[src/rtl/fwd_pkg.sv]
// Shared encodings for the forwarding/hazard unit: source-select codes
// and the default width of the Tnew/Tuse fields.
package fwd_pkg;

  localparam int TW_DEF = 2;

  // src_sel codes: RF read, stage k forwarded as SEL_STG_OFS+k, deferred
  localparam logic [2:0] SEL_RF      = 3'd0;
  localparam logic [2:0] SEL_STG_OFS = 3'd1;
  localparam logic [2:0] SEL_DEFER   = 3'd7;

endpackage

[src/rtl/fwd_src_sel.sv]
// Per-source producer search: finds the youngest in-flight writer of the
// source register and decides between forwarding, deferring or stalling.
module fwd_src_sel
  import fwd_pkg::*;
#(
  parameter int DW   = 32,
  parameter int NSTG = 3,
  parameter int TW   = TW_DEF
) (
  input  logic [4:0]         src,
  input  logic [TW-1:0]      tuse,
  input  logic [DW-1:0]      rf_data,
  input  logic [NSTG*DW-1:0] stg_data,
  input  logic [NSTG-1:0]    ent_valid,
  input  logic [NSTG*5-1:0]  ent_a3,
  input  logic [NSTG*TW-1:0] ent_tnew,
  output logic               stall_req,
  output logic [2:0]         sel,
  output logic [DW-1:0]      data
);

  logic          hit;
  logic [TW-1:0] hit_tnew;
  logic [2:0]    hit_sel;
  logic [DW-1:0] hit_data;

  // Walk from oldest to youngest so the youngest matching entry wins;
  // writes to $0 never match since $0 is hardwired.
  always_comb begin
    hit      = 1'b0;
    hit_tnew = '0;
    hit_sel  = SEL_RF;
    hit_data = rf_data;
    for (int k = NSTG - 1; k >= 0; k--) begin
      if (ent_valid[k] && (ent_a3[k*5 +: 5] != 5'd0) &&
          (ent_a3[k*5 +: 5] == src)) begin
        hit      = 1'b1;
        hit_tnew = ent_tnew[k*TW +: TW];
        hit_sel  = SEL_STG_OFS + 3'(k);
        hit_data = stg_data[k*DW +: DW];
      end
    end
  end

  // Ready results are forwarded now; late results are either waited for
  // (stall) or left to the consuming stage's own forwarding (defer).
  always_comb begin
    stall_req = 1'b0;
    sel       = SEL_RF;
    data      = rf_data;
    if (hit) begin
      if (hit_tnew == '0) begin
        sel  = hit_sel;
        data = hit_data;
      end else begin
        sel       = SEL_DEFER;
        stall_req = (hit_tnew > tuse);
      end
    end
  end

endmodule

[src/rtl/fwd_hazard_unit.sv]
// Decode-stage forwarding and hazard unit: tracks in-flight writers with
// their remaining Tnew and resolves every decode source against them.
module fwd_hazard_unit
  import fwd_pkg::*;
#(
  parameter int DW   = 32,
  parameter int NSRC = 2,
  parameter int NSTG = 3,
  parameter int TW   = TW_DEF
) (
  input  logic               clk,
  input  logic               reset,
  input  logic               d_valid,
  input  logic [4:0]         d_a3,
  input  logic [TW-1:0]      d_tnew,
  input  logic [NSRC*5-1:0]  d_src,
  input  logic [NSRC*TW-1:0] d_tuse,
  input  logic [NSRC*DW-1:0] rf_data,
  input  logic [NSTG*DW-1:0] stg_data,
  input  logic               flush,
  output logic               stall,
  output logic [NSRC*DW-1:0] src_data,
  output logic [NSRC*3-1:0]  src_sel,
  output logic [15:0]        stall_cnt
);

  logic [NSTG-1:0]    ent_valid;
  logic [NSTG*5-1:0]  ent_a3;
  logic [NSTG*TW-1:0] ent_tnew;
  logic [NSRC-1:0]    stall_req;

  function automatic logic [TW-1:0] dec_sat(input logic [TW-1:0] t);
    return (t == '0) ? '0 : t - TW'(1);
  endfunction

  assign stall = |stall_req;

  // Tracking pipeline: entry 0 takes the decoded writer unless stalled or
  // flushed, older entries shift along with Tnew counting down to zero.
  always_ff @(posedge clk or negedge reset) begin
    if (!reset) begin
      ent_valid <= '0;
      ent_a3    <= '0;
      ent_tnew  <= '0;
    end else begin
      if (d_valid && !stall && !flush) begin
        ent_valid[0]     <= 1'b1;
        ent_a3[4:0]      <= d_a3;
        ent_tnew[TW-1:0] <= d_tnew;
      end else begin
        ent_valid[0]     <= 1'b0;
        ent_a3[4:0]      <= 5'd0;
        ent_tnew[TW-1:0] <= '0;
      end
      for (int k = 1; k < NSTG; k++) begin
        ent_valid[k]          <= ent_valid[k-1];
        ent_a3[k*5 +: 5]      <= ent_a3[(k-1)*5 +: 5];
        ent_tnew[k*TW +: TW]  <= dec_sat(ent_tnew[(k-1)*TW +: TW]);
      end
    end
  end

  // Saturating count of cycles spent stalled
  always_ff @(posedge clk or negedge reset) begin
    if (!reset) begin
      stall_cnt <= 16'd0;
    end else if (stall && (stall_cnt != 16'hFFFF)) begin
      stall_cnt <= stall_cnt + 16'd1;
    end
  end

  for (genvar i = 0; i < NSRC; i++) begin : g_src
    fwd_src_sel #(
      .DW   (DW),
      .NSTG (NSTG),
      .TW   (TW)
    ) u_src_sel (
      .src       (d_src[i*5 +: 5]),
      .tuse      (d_tuse[i*TW +: TW]),
      .rf_data   (rf_data[i*DW +: DW]),
      .stg_data  (stg_data),
      .ent_valid (ent_valid),
      .ent_a3    (ent_a3),
      .ent_tnew  (ent_tnew),
      .stall_req (stall_req[i]),
      .sel       (src_sel[i*3 +: 3]),
      .data      (src_data[i*DW +: DW])
    );
  end

endmodule

[config.mk]
export PLATFORM = sky130hd
export DESIGN_NAME = fwd_hazard_unit
export DESIGN_NICKNAME = d
export VERILOG_FILES = /design/src/rtl/fwd_pkg.sv /design/src/rtl/fwd_src_sel.sv /design/src/rtl/fwd_hazard_unit.sv
export SDC_FILE = /design/constraint.sdc
export NUM_CORES = 1
export LEC_CHECK = 0
export CAP_MARGIN = 5
export CORE_AREA = 5 5 110 112
export CTS_CLUSTER_SIZE = 40
export DETAILED_ROUTE_END_ITERATION = 7
export DIE_AREA = 0 0 115 117
export PLACE_DENSITY = 0.94
export SYNTH_ARGS = -nofsm -noshare
export SYNTH_HDL_FRONTEND = slang
export SYNTH_SLANG_ARGS = --single-unit
[constraint.sdc]
create_clock -name clk -period 4.3 [get_ports clk]
set_input_delay 0.645 -clock clk [delete_from_list [all_inputs] [get_ports clk]]
set_output_delay 0.645 -clock clk [all_outputs]
set_load 0.05 [all_outputs]
==> metrics.txt <==
# TYPE chip_impl_metric gauge
chip_impl_metric{name="min_period_over_period",unit=""} 0.975
chip_impl_metric{name="route.vias.total",unit=""} 5267
chip_impl_info{name="crit-reg2reg-launch",value="ent_a3[0]"} 1
chip_impl_metric{name="drc",unit=""} 0
chip_impl_metric{name="dpl_cell_area",unit="um^2"} 7490
chip_impl_metric{name="fin_skew",unit="ns"} 0.00517
chip_impl_info{name="dominantRegCellSynth",value="sky130_fd_sc_hd__dfrtp_1"} 1
chip_impl_metric{name="max_freq",unit="MHz"} 239
chip_impl_metric{name="worst-r2r-setup-slack",unit="ns"} 0.72
chip_impl_metric{name="fin_area",unit="um^2"} 7720
chip_impl_info{name="synthTopCellsByArea",value="sky130_fd_sc_hd__dfrtp_1 (26%), sky130_fd_sc_hd__o21ai_0 (17%), sky130_fd_sc_hd__a221o_1 (16%), sky130_fd_sc_hd__nand2_1 (8.1%), sky130_fd_sc_hd__xor2_1 (6.8%)"} 1
chip_impl_metric{name="detail_route.iter0.violations",unit=""} 439
chip_impl_metric{name="p_total",unit="mW"} 1.44
chip_impl_metric{name="syn-num-nets",unit=""} 704
chip_impl_info{name="cts_tree",value="built"} 1
chip_impl_metric{name="timing.critical_path.depth",unit=""} 10
chip_impl_metric{name="detail_route.wirelength",unit="mm"} 18.5
chip_impl_metric{name="timing.slew.headroom",unit=""} 0.430
chip_impl_info{name="synth_top_area_cell",value="sky130_fd_sc_hd__dfrtp_1"} 1
chip_impl_info{name="crit_path_cell_trace",value="clkdlybuf4s50_1 -> xor2_1 -> a211oi_1 -> and4b_2 -> o311ai_2 -> a22oi_1 -> o31ai_4 -> buf_4 -> o21ai_0 -> buf_12"} 1
chip_impl_metric{name="track_usage",unit=""} 0.253
chip_impl_metric{name="fin_nets",unit=""} 964
chip_impl_metric{name="final_layout_size_suffix_gt1_frac",unit=""} 0.161
chip_impl_metric{name="avg_cell_area_syn",unit="um^2"} 7.56
chip_impl_metric{name="leakage",unit="nW"} 3.31
chip_impl_metric{name="drt-wirelength-per-cell",unit="um"} 20.1
chip_impl_metric{name="start_util",unit=""} 0.349
chip_impl_info{name="worst_hold_path_class",value="reg2reg"} 1
chip_impl_metric{name="boundaryPins",unit=""} 272
chip_impl_metric{name="worst-endpoint-arrival",unit="ns"} 3.55
chip_impl_metric{name="synthToLayoutAreaGrowth",unit="%"} 98.7
chip_impl_info{name="worstHoldEndpoint",value="ent_valid[1]"} 1
chip_impl_metric{name="critPathMaxStageDelay",unit="ns"} 0.50
chip_impl_info{name="worst_path_dominant_cell_family",value="compound AO/OA/AOI/OAI gates"} 1
chip_impl_metric{name="cts_hold_buf",unit=""} 0
chip_impl_metric{name="timing.hold.worst_path_depth",unit=""} 0
chip_impl_info{name="run_status",value="completed"} 1
chip_impl_metric{name="place_hpwl",unit="mm"} 14.5
chip_impl_metric{name="cp_max_fo",unit=""} 10
chip_impl_metric{name="synth_largest_type_area_fraction",unit=""} 0.257
chip_impl_metric{name="whs",unit="ns"} 0.405
chip_impl_info{name="worstSetupEndpointType",value="output pin"} 1
chip_impl_metric{name="firstDrtPassIters",unit=""} 5
chip_impl_metric{name="clockBufferDepth",unit=""} 2
chip_impl_metric{name="synthesis.instances",unit=""} 514
chip_impl_metric{name="maxCapViolations",unit=""} 0
chip_impl_metric{name="ys_ff_latch",unit=""} 40
chip_impl_metric{name="numCtsBuffers",unit=""} 5
chip_impl_metric{name="finalMaxSlewViolations",unit=""} 0
chip_impl_metric{name="synth_seq_area_share",unit=""} 0.257
chip_impl_metric{name="fillers",unit=""} 827
chip_impl_metric{name="post-route-util",unit=""} 0.694
chip_impl_metric{name="yosysWarnings",unit=""} 0
chip_impl_metric{name="synth.cell_area",unit="um^2"} 3890
chip_impl_metric{name="floorplan.die.height",unit="um"} 117
chip_impl_metric{name="io_buffers",unit=""} 271
chip_impl_metric{name="die-area",unit="um^2"} 13500
chip_impl_metric{name="hold_violations",unit=""} 0
chip_impl_metric{name="clock_latency",unit="ns"} 0.28
chip_impl_metric{name="clock_sinks",unit=""} 40
chip_impl_metric{name="coreArea",unit="um^2"} 11100
chip_impl_metric{name="finalWorstPathRequiredPeriod",unit="ns"} 4.19
chip_impl_info{name="cts-root-buf",value="sky130_fd_sc_hd__clkbuf_16"} 1
chip_impl_metric{name="place_congestion",unit=""} 0.912
chip_impl_info{name="worst_r2r_endpoint",value="stall_cnt[12]"} 1
chip_impl_metric{name="drt-vias-per-instance",unit=""} 5.74
chip_impl_metric{name="drtAntennaViolNets",unit=""} 0
chip_impl_metric{name="number_of_synthesized_flops_with_an_enable_pin",unit=""} 0
chip_impl_metric{name="worst_pin_slew",unit="ns"} 0.855
chip_impl_info{name="category_of_the_most_critical_setup_path",value="in2out"} 1
chip_impl_info{name="setup.worst_path.start_class",value="input port"} 1
chip_impl_info{name="timing.critical_path.slowest_stage_cell",value="sky130_fd_sc_hd__clkdlybuf4s50_1"} 1
chip_impl_info{name="min_from",value="ent_valid[0]"} 1
chip_impl_metric{name="pwr_density_cell",unit="nW/um^2"} 187
chip_impl_metric{name="post_synthesis_async_set_or_reset_flop_share",unit=""} 1.00
chip_impl_metric{name="critical_path_buf_inv_count",unit=""} 3
chip_impl_metric{name="globalRoute.totalOverflow",unit=""} 0
chip_impl_info{name="layout.cells.most_common",value="sky130_fd_sc_hd__clkdlybuf4s50_1"} 1
chip_impl_metric{name="setup_tns",unit="ns"} 0
chip_impl_metric{name="grt_first_pass_wirelength",unit="mm"} 27.0
chip_impl_metric{name="first_global_vias",unit=""} 5058
chip_impl_metric{name="ys_types",unit=""} 38
chip_impl_metric{name="critical_path_required",unit="ns"} 3.65
chip_impl_metric{name="timing.final.setup_violations",unit=""} 0
chip_impl_metric{name="grt_antenna_before_repair",unit=""} 0
chip_impl_info{name="most-common-layout-cells",value="sky130_fd_sc_hd__clkdlybuf4s50_1 (199), sky130_fd_sc_hd__o21ai_0 (128), sky130_fd_sc_hd__nand2_1 (84)"} 1
chip_impl_metric{name="pin_count_of_the_biggest_net_entering_global_routing",unit=""} 65
chip_impl_metric{name="num_antenna_cells",unit=""} 0
chip_impl_metric{name="die_w",unit="um"} 115
chip_impl_metric{name="worst_ir_drop_vdd",unit="uV"} 310
chip_impl_metric{name="std_cell_rows",unit=""} 39
chip_impl_metric{name="cts_max_level",unit=""} 2
chip_impl_metric{name="r2r.worst_path.cells",unit=""} 12
chip_impl_info{name="grt_setup_unrepaired",value="no"} 1
chip_impl_metric{name="clk_pin_slew_worst_paths",unit="ns"} 0.06
==> layout make-up <==
class	count	area [um^2]	share of cell area
clock buffers	5	125	0.0162
clock inverters	3	42.5	0.00551
inverters	8	30.0	0.00389
multi-input cells	423	2770	0.358
flip-flops and latches	40	1000	0.130
well taps	143	179	0.0232
repair buffers	296	3580	0.464
==> what timing repair did <==
item / 4_1_cts / 5_1_grt
resized for setup: 0 / 9
setup buffers: 0 / 5
endpoints found under the setup margin: 0 / 44
endpoints found under the hold margin: 0 / 0
==> cells in the mapped netlist (3+ instances only) <==
cell type and instances:
sky130_fd_sc_hd__nor2_1 17, sky130_fd_sc_hd__xor2_1 30, sky130_fd_sc_hd__and3_1 4, sky130_fd_sc_hd__xnor2_1 14, sky130_fd_sc_hd__inv_1 8, sky130_fd_sc_hd__o21ai_0 132, sky130_fd_sc_hd__ha_1 5, sky130_fd_sc_hd__or3_1 5
sky130_fd_sc_hd__nand2_1 84, sky130_fd_sc_hd__nand3_1 12, sky130_fd_sc_hd__dfrtp_1 40, sky130_fd_sc_hd__o311ai_1 4, sky130_fd_sc_hd__nor4_1 3, sky130_fd_sc_hd__or4_1 3, sky130_fd_sc_hd__a221o_1 64, sky130_fd_sc_hd__clkbuf_1 40
sky130_fd_sc_hd__nor2b_1 3, sky130_fd_sc_hd__and2_1 11, sky130_fd_sc_hd__nor3_1 8
==> cells by family after synthesis <==
group / Yosys count / synth area share
buf+inv: 51 / 0.0518
flops: 40 / 0.257
mux: 2 / 0.00579
compound gates: 209 / 0.365
fa+ha+maj: 5 / 0.0161
xor+xnor: 44 / 0.0991
simple gates: 163 / 0.205
==> worst max path at each step <==
stage / startpoint / endpoint / slack (ns)
floorplan: d_src[9] / src_data[62] / 0.05
global route: d_src[3] / stall / 0.009
global placement: d_src[3] / stall_cnt[12] / 0.14
CTS: d_src[9] / src_data[57] / 0.04
finish: d_src[9] / src_data[36] / 0.11
detailed placement: d_src[3] / stall_cnt[12] / 0.04
==> power by group <==
| group | switching (mW) | internal, mW | leakage, nW |
|---|---|---|---|
| clock network | 0.137 | 0.272 | 0.0798 |
| registers | 0.0169 | 0.390 | 0.545 |
| logic | 0.293 | 0.334 | 2.68 |
==> flip-flops by register name (all words and copies together), names as in the netlist <==
name,flops
ent_a3,15
ent_tnew,6
stall_cnt,16
ent_valid,3
==> per-stage QoR <==
| step | cells | setup WS [ns] |
|---|---|---|
| finish | 918 | 0.109 |
| global route | 918 | 0.00853 |
| CTS | 913 | 0.0370 |
| detailed placement | 905 | 0.0447 |
| global placement | 905 | 0.141 |
| floorplan | 514 | 0.0469 |
==> metal layers <==
metal	global-route usage	share of wire	vias to the layer above	wire length, um
met4	0.110	0.054	0	1000
li1	-	-	2454	-
met5	0	0	-	0
met1	0.283	0.35	2425	6420
met2	0.470	0.51	318	9490
met3	0.0442	0.084	70	1550
(Power assumes the default switching activity.)
